File: config.mk
export PLATFORM = sky130hd
export DESIGN_NAME = control_unit
export DESIGN_NICKNAME = d
export VERILOG_FILES = /design/src/rtl/mips_ctrl_pkg.sv /design/src/rtl/alu_op_decode.sv /design/src/rtl/control_unit.sv
export SDC_FILE = /design/constraint.sdc
export NUM_CORES = 1
export LEC_CHECK = 0
export CORE_MARGIN = 2
export CORE_UTILIZATION = 37
export DETAILED_ROUTE_END_ITERATION = 10
export GPL_ROUTABILITY_DRIVEN = 1
export HOLD_SLACK_MARGIN = 0.1
export PLACE_DENSITY_LB_ADDON = 0.25
export SKIP_CTS_REPAIR_TIMING = 1
export SYNTH_ARGS = -nofsm -noshare
export SYNTH_HDL_FRONTEND = slang
export SYNTH_HIERARCHICAL = 1
export SYNTH_SLANG_ARGS = --single-unit
File: constraint.sdc
create_clock -name Clk -period 1.5 [get_ports Clk]
set_input_delay 0.225 -clock Clk [delete_from_list [all_inputs] [get_ports Clk]]
set_output_delay 0.225 -clock Clk [all_outputs]
set_load 0.01 [all_outputs]
File: src/rtl/mips_ctrl_pkg.sv
// Shared encodings for the multicycle MIPS controller and its datapath:
// sequencer states, opcode/funct values and the datapath mux/ALU selects.
package mips_ctrl_pkg;

  typedef enum logic [4:0] {
    S_RESET, S_FETCH, S_FETCH_WAIT, S_DECODE,
    S_R_EXEC, S_R_WB,
    S_MEM_ADDR, S_MEM_READ, S_MEM_WAIT, S_MEM_WB, S_MEM_WRITE,
    S_BRANCH, S_JUMP, S_ADDI_EXEC, S_ADDI_WB,
    S_HALT, S_ILLEGAL
  } state_t;

  localparam logic [5:0] OP_RTYPE = 6'h00;
  localparam logic [5:0] OP_J     = 6'h02;
  localparam logic [5:0] OP_BEQ   = 6'h04;
  localparam logic [5:0] OP_BNE   = 6'h05;
  localparam logic [5:0] OP_ADDI  = 6'h08;
  localparam logic [5:0] OP_LW    = 6'h23;
  localparam logic [5:0] OP_SW    = 6'h2B;

  localparam logic [5:0] FN_BREAK = 6'h0D;
  localparam logic [5:0] FN_ADD   = 6'h20;
  localparam logic [5:0] FN_SUB   = 6'h22;
  localparam logic [5:0] FN_AND   = 6'h24;
  localparam logic [5:0] FN_XOR   = 6'h26;

  localparam logic [3:0] SRCB_B       = 4'd0;
  localparam logic [3:0] SRCB_FOUR    = 4'd1;
  localparam logic [3:0] SRCB_IMM     = 4'd2;
  localparam logic [3:0] SRCB_IMM_SH2 = 4'd3;

  localparam logic [2:0] ALU_LOAD = 3'b000;
  localparam logic [2:0] ALU_ADD  = 3'b001;
  localparam logic [2:0] ALU_SUB  = 3'b010;
  localparam logic [2:0] ALU_AND  = 3'b011;
  localparam logic [2:0] ALU_INC  = 3'b100;
  localparam logic [2:0] ALU_NOT  = 3'b101;
  localparam logic [2:0] ALU_XOR  = 3'b110;
  localparam logic [2:0] ALU_CMP  = 3'b111;

  localparam logic [1:0] PC_ALU    = 2'd0;
  localparam logic [1:0] PC_ALUOUT = 2'd1;
  localparam logic [1:0] PC_JUMP   = 2'd2;

  function automatic logic funct_ok(input logic [5:0] f);
    return (f == FN_ADD) || (f == FN_SUB) || (f == FN_AND) || (f == FN_XOR);
  endfunction

endpackage

File: src/rtl/alu_op_decode.sv
// Combinational ALU operation select from the sequencer state and the
// instruction's opcode/funct fields.
module alu_op_decode
  import mips_ctrl_pkg::*;
(
  input  state_t      i_state,
  input  logic [5:0]  i_op,
  input  logic [5:0]  i_funct,
  output logic [2:0]  o_alu_sel
);

  logic [2:0] w_funct_op;

  always_comb begin
    w_funct_op = ALU_ADD;
    if (i_op == OP_RTYPE) begin
      case (i_funct)
        FN_SUB:  w_funct_op = ALU_SUB;
        FN_AND:  w_funct_op = ALU_AND;
        FN_XOR:  w_funct_op = ALU_XOR;
        default: w_funct_op = ALU_ADD;
      endcase
    end
  end

  always_comb begin
    o_alu_sel = ALU_LOAD;
    case (i_state)
      S_FETCH_WAIT, S_DECODE,
      S_MEM_ADDR, S_ADDI_EXEC: o_alu_sel = ALU_ADD;
      S_BRANCH:                o_alu_sel = ALU_SUB;
      S_R_EXEC:                o_alu_sel = w_funct_op;
      default:                 o_alu_sel = ALU_LOAD;
    endcase
  end

endmodule

File: src/rtl/control_unit.sv
// Multicycle MIPS sequencer: one state register, Moore-decoded datapath
// controls (branch pc_load also looks at ALU_zero).
module control_unit
  import mips_ctrl_pkg::*;
(
  input  logic       Clk,
  input  logic       Reset,
  input  logic [5:0] Operation,
  input  logic [5:0] Funct,
  input  logic       ALU_zero,
  output logic       pc_reset,
  output logic       instReg_reset,
  output logic       a_reset,
  output logic       b_reset,
  output logic       ALUout_reset,
  output logic       pc_load,
  output logic       instReg_load,
  output logic       a_load,
  output logic       b_load,
  output logic       ALUout_load,
  output logic       mdr_load,
  output logic       mem_write,
  output logic       IorD,
  output logic       ALUSrcA,
  output logic [3:0] ALUSrcB,
  output logic [2:0] ALU_select,
  output logic [1:0] PCSource,
  output logic       RegWrite,
  output logic       RegDst,
  output logic       MemtoReg,
  output logic       halted,
  output logic       illegal_op
);

  state_t r_state;

  always_ff @(posedge Clk or posedge Reset) begin
    if (Reset) r_state <= S_RESET;
    else begin
      case (r_state)
        S_RESET:      r_state <= S_FETCH;
        S_FETCH:      r_state <= S_FETCH_WAIT;
        S_FETCH_WAIT: r_state <= S_DECODE;
        S_DECODE: begin
          case (Operation)
            OP_RTYPE: begin
              if (Funct == FN_BREAK)  r_state <= S_HALT;
              else if (funct_ok(Funct)) r_state <= S_R_EXEC;
              else                    r_state <= S_ILLEGAL;
            end
            OP_LW, OP_SW:   r_state <= S_MEM_ADDR;
            OP_BEQ, OP_BNE: r_state <= S_BRANCH;
            OP_J:           r_state <= S_JUMP;
            OP_ADDI:        r_state <= S_ADDI_EXEC;
            default:        r_state <= S_ILLEGAL;
          endcase
        end
        S_R_EXEC:    r_state <= S_R_WB;
        S_MEM_ADDR:  r_state <= (Operation == OP_SW) ? S_MEM_WRITE : S_MEM_READ;
        S_MEM_READ:  r_state <= S_MEM_WAIT;
        S_MEM_WAIT:  r_state <= S_MEM_WB;
        S_ADDI_EXEC: r_state <= S_ADDI_WB;
        S_HALT:      r_state <= S_HALT;
        S_ILLEGAL:   r_state <= S_ILLEGAL;
        default:     r_state <= S_FETCH;
      endcase
    end
  end

  alu_op_decode u_alu_op_decode (
    .i_state   (r_state),
    .i_op      (Operation),
    .i_funct   (Funct),
    .o_alu_sel (ALU_select)
  );

  // Outputs follow the state register directly so an async Reset kills
  // mem_write/RegWrite without waiting for a clock edge.
  always_comb begin
    {pc_reset, instReg_reset, a_reset, b_reset, ALUout_reset} = '0;
    {pc_load, instReg_load, a_load, b_load, ALUout_load, mdr_load} = '0;
    mem_write = 1'b0;  IorD = 1'b0;  ALUSrcA = 1'b0;
    ALUSrcB   = SRCB_B;
    PCSource  = PC_ALU;
    RegWrite  = 1'b0;  RegDst = 1'b0;  MemtoReg = 1'b0;
    halted    = 1'b0;  illegal_op = 1'b0;
    case (r_state)
      S_RESET: {pc_reset, instReg_reset, a_reset, b_reset, ALUout_reset} = '1;
      S_FETCH_WAIT: begin
        instReg_load = 1'b1;  pc_load = 1'b1;
        ALUSrcB = SRCB_FOUR;  PCSource = PC_ALU;
      end
      S_DECODE: begin
        a_load = 1'b1;  b_load = 1'b1;  ALUout_load = 1'b1;
        ALUSrcB = SRCB_IMM_SH2;
      end
      S_R_EXEC: begin
        ALUSrcA = 1'b1;  ALUSrcB = SRCB_B;  ALUout_load = 1'b1;
      end
      S_R_WB: begin
        RegWrite = 1'b1;  RegDst = 1'b1;
      end
      S_MEM_ADDR, S_ADDI_EXEC: begin
        ALUSrcA = 1'b1;  ALUSrcB = SRCB_IMM;  ALUout_load = 1'b1;
      end
      S_MEM_READ: IorD = 1'b1;
      S_MEM_WAIT: begin
        IorD = 1'b1;  mdr_load = 1'b1;
      end
      S_MEM_WB: begin
        RegWrite = 1'b1;  MemtoReg = 1'b1;
      end
      S_MEM_WRITE: begin
        IorD = 1'b1;  mem_write = 1'b1;
      end
      S_BRANCH: begin
        ALUSrcA = 1'b1;  ALUSrcB = SRCB_B;  PCSource = PC_ALUOUT;
        pc_load = (Operation == OP_BNE) ? !ALU_zero : ALU_zero;
      end
      S_JUMP: begin
        PCSource = PC_JUMP;  pc_load = 1'b1;
      end
      S_ADDI_WB: RegWrite = 1'b1;
      S_HALT:    halted = 1'b1;
      S_ILLEGAL: illegal_op = 1'b1;
      default: ;
    endcase
  end

endmodule
==> results.py, run 1 <==
metrics = {
    "grt": {
        "grt_max_degree": 17,
        "grt.overflow.total": 0,
        "grt_pass1_vias": 1156,
        "antenna_found_initial": 0,
        "grt_pass1_wl_um": 5000,
        "track_usage": 0.230,
    },
    "logic_synthesis": {
        "synth_edf_count": 0,
        "yosysSeqAreaShare": 0.133,
        "synth-seq-cells": 5,
        "synthFlopType": "dfrtp_1",
        "ys.warnings.count": 6,
        "synthCells": 137,
        "syn_avg_cell_area_um2": 6.86,
        "synth_cell_types": 45,
        "async_flop_share": 1.00,
        "netlist_area_um2": 940,
    },
    "cts": {
        "cts_tree": "built",
        "clk_pin_slew_ns": 0.05,
        "cts_made_buffers": 3,
        "cts_root_buf": "clkbuf_4",
        "cts_buffer_depth": 2,
        "htree_levels": 1,
        "clock-sinks": 5,
        "clkLatencyLatePin_ns": 0.25,
    },
    "worst_setup_path": {
        "cp_top_family": "simple AND/OR/NAND/NOR gates",
        "crit_fanout": 4,
        "cp_slowest_cell": "dfrtp_1",
        "crit_chain": "buf_6 -> or2_4 -> or3_4 -> inv_4 -> buf_6",
        "cp_common_cell": "buf_6",
        "critPathKind": "reg -> out",
        "worstPathRequired_ns": 1.27,
        "worstSetupStartpointType": "flop",
        "crit_buf_inv": 3,
        "worstPathArrival_ns": 1.62,
        "end_kind": "output pin",
        "slowest_delay_ns": 0.41,
    },
    "sta": {
        "setup_ws_ns": -0.341,
        "min_period_over_period": 1.23,
        "clock-skew-final_ns": 0.00240,
        "rsz0062_at_grt": "true",
        "fmax_mhz": 543,
        "drv_slew": 0,
        "finalCriticalPeriod_ns": 1.84,
        "hold_viol_final": 0,
        "setup_viol": 31,
    },
    "pwr": {
        "p_leak_nw": 1.05,
        "pwr_density_cell_mw_per_mm2": 1250,
        "power_mw": 2.69,
        "ir_drop_uv": 1160,
    },
    "outcome": {
        "status": "finished, violations left",
        "violations": "negative setup slack",
    },
    "route": {
        "routed_wl_um": 5490,
        "via_per_inst": 6.07,
        "drtPass1Iterations": 5,
        "first_iter_violations": 81,
        "ant_nets": 0,
        "dr_total_vias": 1633,
        "wl_per_cell_um": 20.4,
        "drc": 0,
    },
    "placement": {
        "io_buffers": 40,
        "placed_cells": 238,
        "place.gp.congestion": 0.884,
        "placed_area_mm2": 0.00165,
        "hpwl_um": 2590,
    },
    "final_layout": {
        "instances_no_fill": 269,
        "reg.largest.list": "r_state (5)",
        "n_antenna_cell": 0,
        "seqCellArea_um2": 129,
        "nets": 255,
        "final_util": 0.888,
        "final_cell_area_mm2": 0.00216,
        "largest_register": "r_state",
        "multi_input_area_um2": 956,
        "areaGrowthSynthToFinish_pct": 130,
        "largest_reg_flops": 5,
        "drive_above_1_share": 0.661,
        "fill_cells": 117,
    },
    "floorplanning": {
        "row_count": 18,
        "die_x_um": 54.4,
        "start_util": 0.386,
        "dieArea_mm2": 0.00296,
        "core_area_mm2": 0.00243,
        "dieHeight_um": 54.4,
        "io_pins": 43,
    },
    "run": {
        "maxCapViolCount": 0,
    },
    "worst_hold_path": {
        "hold_path.class": "in -> async",
    },
}
-- worst register-to-register path: stages, from the launching register on --
cell,delay [ns]
dfrtp_1,0.41
buf_6,0.13
or2_4,0.27
or3_4,0.36
inv_4,0.09
buf_4,0.12
o311ai_1,0.10
o22ai_1,0.21
-- Yosys cell counts (3+ instances only) --
cell,number,area (µm²)
o22ai_1,6,37.5
xor2_1,3,26.3
nor3_1,9,45.0
nand3_1,3,15.0
buf_4,7,52.6
nand2b_1,5,31.3
o21ai_0,4,20.0
clkbuf_1,5,18.8
dfrtp_1,5,125
a21oi_1,6,30.0
nor2_1,26,97.6
inv_1,8,30.0
nand2_1,8,30.0
o21a_1,3,22.5
a31oi_1,4,25.0
-- placed cells by master (no fill, tap or decap), drive strengths merged, types with 5 or more instances in the layout --
cell type,instances
nand2,8
clkbuf,12
a21oi,6
buf,95
nor2,26
nand2b,5
nor3,9
inv,8
o22ai,6
dlymetal6s2s,6
dfrtp,5
-- cell families (layout without fill, tap and decap cells) --
group / count (synthesis) / in the layout / share of synthesized area
buffers and inverters: 22 / 123 / 0.119
other: 1 / 2 / 0.00399
XOR/XNOR: 3 / 3 / 0.0280
AND/OR/NAND/NOR: 72 / 72 / 0.450
flip-flops: 5 / 5 / 0.133
AO/OA/AOI/OAI: 34 / 34 / 0.266
-- path summary, 6_finish.rpt --
path / start / to / slack, ns / depth (start not counted)
worst min register to register: r_state[4]$_DFF_PP0_ / r_state[1]$_DFF_PP0_ / 0.88 / 2
worst max-delay path: r_state[3]$_DFF_PP0_ / b_load / -0.34 / 5
worst max register to register: r_state[3]$_DFF_PP0_ / r_state[2]$_DFF_PP0_ / -0.29 / 7
worst min-delay path: Reset / r_state[4]$_DFF_PP0_ / 0.22 / 2
min in group Clk: Operation[4] / r_state[0]$_DFF_PP0_ / 0.63 / 5
max in group asynchronous: Reset / r_state[0]$_DFF_PP0_ / 1.08 / 2
-- metal layers --
metal,track usage,up-vias,part of all wire
met5,0,-,0
met4,0.0708,0,0.069
met3,0.0464,44,0.088
met2,0.422,133,0.51
met1,0.266,765,0.34
li1,-,691,-
-- power breakdown --
part | switching [mW] | internal [mW]
Clock | 0.0651 | 0.101
Sequential | 0.0615 | 0.180
Combinational | 1.12 | 1.17
-- cell type report --
type,instances,area share
clock buffers,4,0.0122
inverters,8,0.0162
multi-input cells,111,0.443
flip-flops and latches,5,0.0597
well taps,30,0.0174
repair buffers,111,0.452
-- through the flow --
| step | TNS, ns | worst slack (ns) | hold WS, ns |
|---|---|---|---|
| after CTS | -17.31 | -0.836 | 0.186 |
| final | -6.51 | -0.341 | 0.218 |
| after global routing | -8.06 | -0.386 | 0.232 |
| after global placement | -11.55 | -0.794 | 0.431 |
| after floorplan | -0.0188 | -0.0153 | 0.00345 |
| after detailed placement | -12.61 | -0.833 | 0.445 |
(Power assumes the default switching activity.)
==> inputs of run 2 (changes only) <==
Settings changed: CORE_UTILIZATION 37 to 35, SYNTH_HIERARCHICAL 1 to unset.
==> results.py, run 2 <==
metrics = {
    "final_layout": {
        "largest_register": "r_state",
        "areaGrowthSynthToFinish_pct": 118,
        "nets": 218,
        "multi_input_area_um2": 754,
        "seqCellArea_um2": 126,
        "instances_no_fill": 230,
        "final_util": 0.798,
        "final_cell_mix": "buf_4, buf_6, buf_2",
        "largest_reg_flops": 5,
        "reg.largest.list": "r_state (5)",
        "n_antenna_cell": 0,
        "final_common_cell": "buf_4",
        "drive_above_1_share": 0.589,
        "fill_cells": 157,
    },
    "outcome": {
        "status": "finished, violations left",
        "violations": "negative setup slack",
    },
    "pwr": {
        "ir_drop_uv": 875,
        "p_leak_nw": 0.856,
        "pwr_density_cell_mw_per_mm2": 1210,
    },
    "logic_synthesis": {
        "async_flop_share": 1.00,
        "syn_avg_cell_area_um2": 6.51,
        "synth_edf_count": 0,
        "synth.area.top_cells": "dfrtp_1, nor2_1, buf_4",
        "netlist_area_um2": 795,
        "synthTopCellsByCount": "nor2_1, clkbuf_1, nand2_1",
        "synth_top_area_frac": 0.157,
        "synthCells": 122,
        "yosysSeqAreaShare": 0.157,
        "synth-seq-cells": 5,
        "synth_cell_types": 38,
        "synthFlopType": "dfrtp_1",
        "yosysMostFrequentCell": "nor2_1",
        "synth_top_cell_by_area": "dfrtp_1",
        "ys.warnings.count": 0,
    },
    "cts": {
        "cts_made_buffers": 3,
        "clk_pin_slew_ns": 0.05,
        "cts_buffer_depth": 2,
        "cts_tree": "built",
        "clkLatencyLatePin_ns": 0.24,
        "clock-sinks": 5,
        "htree_levels": 1,
        "cts_root_buf": "clkbuf_4",
    },
    "sta": {
        "worst_pin_slew_ns": 0.522,
        "rsz0062_at_grt": "true",
        "final.setup.tns_ns": -4.46,
        "fmax_mhz": 569,
        "finalCriticalPeriod_ns": 1.76,
        "hold_slack_ns": 0.181,
        "hold_viol_final": 0,
        "drv_slew": 0,
        "min_period_over_period": 1.17,
        "setup_viol": 29,
        "relSlewSlack": 0.651,
        "clock-skew-final_ns": 0.00316,
        "setup_ws_ns": -0.258,
    },
    "route": {
        "ant_nets": 0,
        "dr_total_vias": 1234,
        "wl_per_cell_um": 14.5,
        "drtPass1Iterations": 4,
        "via_per_inst": 5.37,
        "drc": 0,
        "met3WireLength_um": 131,
        "top_layer": "met4",
        "met1_length_um": 1340,
        "dr_wl_met2_um": 1830,
        "first_iter_violations": 13,
        "routed_wl_um": 3330,
    },
    "floorplanning": {
        "io_pins": 43,
        "start_util": 0.366,
        "dieHeight_um": 51.6,
        "core_area_mm2": 0.00217,
        "die_x_um": 51.6,
        "row_count": 17,
        "dieArea_mm2": 0.00267,
    },
    "worst_setup_path": {
        "reg2reg_depth": 7,
        "end_kind": "output pin",
        "r2r-start": "r_state[0]$_DFF_PP0_",
        "crit_buf_inv": 1,
        "critPathKind": "reg -> out",
        "rrSetupSlack_ns": -0.22,
        "cp_common_cell": "o21ai_1",
        "cp_slowest_cell": "dfrtp_2",
        "crit_chain": "or3_4 -> nor2_4 -> o21ai_1 -> o21ai_1 -> buf_2",
        "slowest_delay_ns": 0.44,
        "crit_fanout": 4,
        "cp_top_family": "simple AND/OR/NAND/NOR gates",
        "worstPathArrival_ns": 1.53,
        "worstSetupStartpointType": "flop",
        "worstPathRequired_ns": 1.27,
        "timing.rr.end": "r_state[2]$_DFF_PP0_",
    },
    "run": {
        "maxCapViolCount": 0,
    },
    "grt": {
        "grt_max_degree": 12,
        "antenna_found_initial": 0,
        "grt_pass1_vias": 1066,
        "grt_pass1_wl_um": 4200,
        "grt.overflow.total": 0,
        "track_usage": 0.201,
    },
    "placement": {
        "io_buffers": 40,
        "placed_cells": 212,
        "pre_cts_ws_ns": -0.801,
        "place.gp.congestion": 0.832,
        "hpwl_um": 2130,
    },
    "worst_hold_path": {
        "hold_path.class": "in -> async",
    },
}
[run 2: stage by stage]
step                      power (mW)  area (µm²)
after global routing            2.22        1730
final                           2.09        1730
after floorplan                0.882         805
after CTS                       1.69        1450
after detailed placement        1.53        1430
after global placement          1.50        1430
[run 2: where the power goes]
group / leakage [nW] / internal (mW) / switching [mW]
Sequential: 0.0639 / 0.176 / 0.0416
Combinational: 0.777 / 0.895 / 0.821
Clock: 0.0150 / 0.101 / 0.0561
Total: 0.856 / 1.17 / 0.919
[run 2: routing by layer]
metal,GRT usage,up-vias
li1,-,594
met1,0.208,586
met2,0.438,52
met3,0.00862,2
met4,0.0263,0
met5,0,-
[run 2: worst max path at each step]
| stage | start | end | slack [ns] | depth (start not counted) |
|---|---|---|---|---|
| floorplan | r_state[4]$_DFF_PP0_ | a_reset | -0.08 | 4 |
| global placement | Operation[0] | ALU_select[0] | -0.76 | 6 |
| detailed placement | Operation[0] | ALU_select[0] | -0.80 | 6 |
| CTS | Operation[0] | ALU_select[0] | -0.81 | 6 |
| global route | r_state[0]$_DFF_PP0_ | ALU_select[1] | -0.31 | 5 |
| finish | r_state[0]$_DFF_PP0_ | ALU_select[1] | -0.26 | 5 |
[run 2: worst reg2reg max path: cells and delay by family, from the launching register on]
family,cells,cell delay [ns]
compound gates,2,0.40
buf+inv,3,0.38
flops,1,0.41
simple gates,2,0.43
[run 2: logic make-up (layout without fill, tap and decap cells)]
logic type,count (synthesis),after routing,share of synthesized area
simple gates,61,61,0.406
flops,5,5,0.157
xor+xnor,4,4,0.0441
mux,1,1,0.0126
compound gates,28,28,0.238
other cells,1,2,0.00472
buf+inv,22,101,0.137
[run 2: cell type report]
type	count	share of cell area
Timing Repair Buffer	90	0.441
Tap cell	28	0.0202
Inverter	7	0.0152
Sequential cell	5	0.0730
Multi-Input combinational cell	96	0.436
Clock buffer	4	0.0152
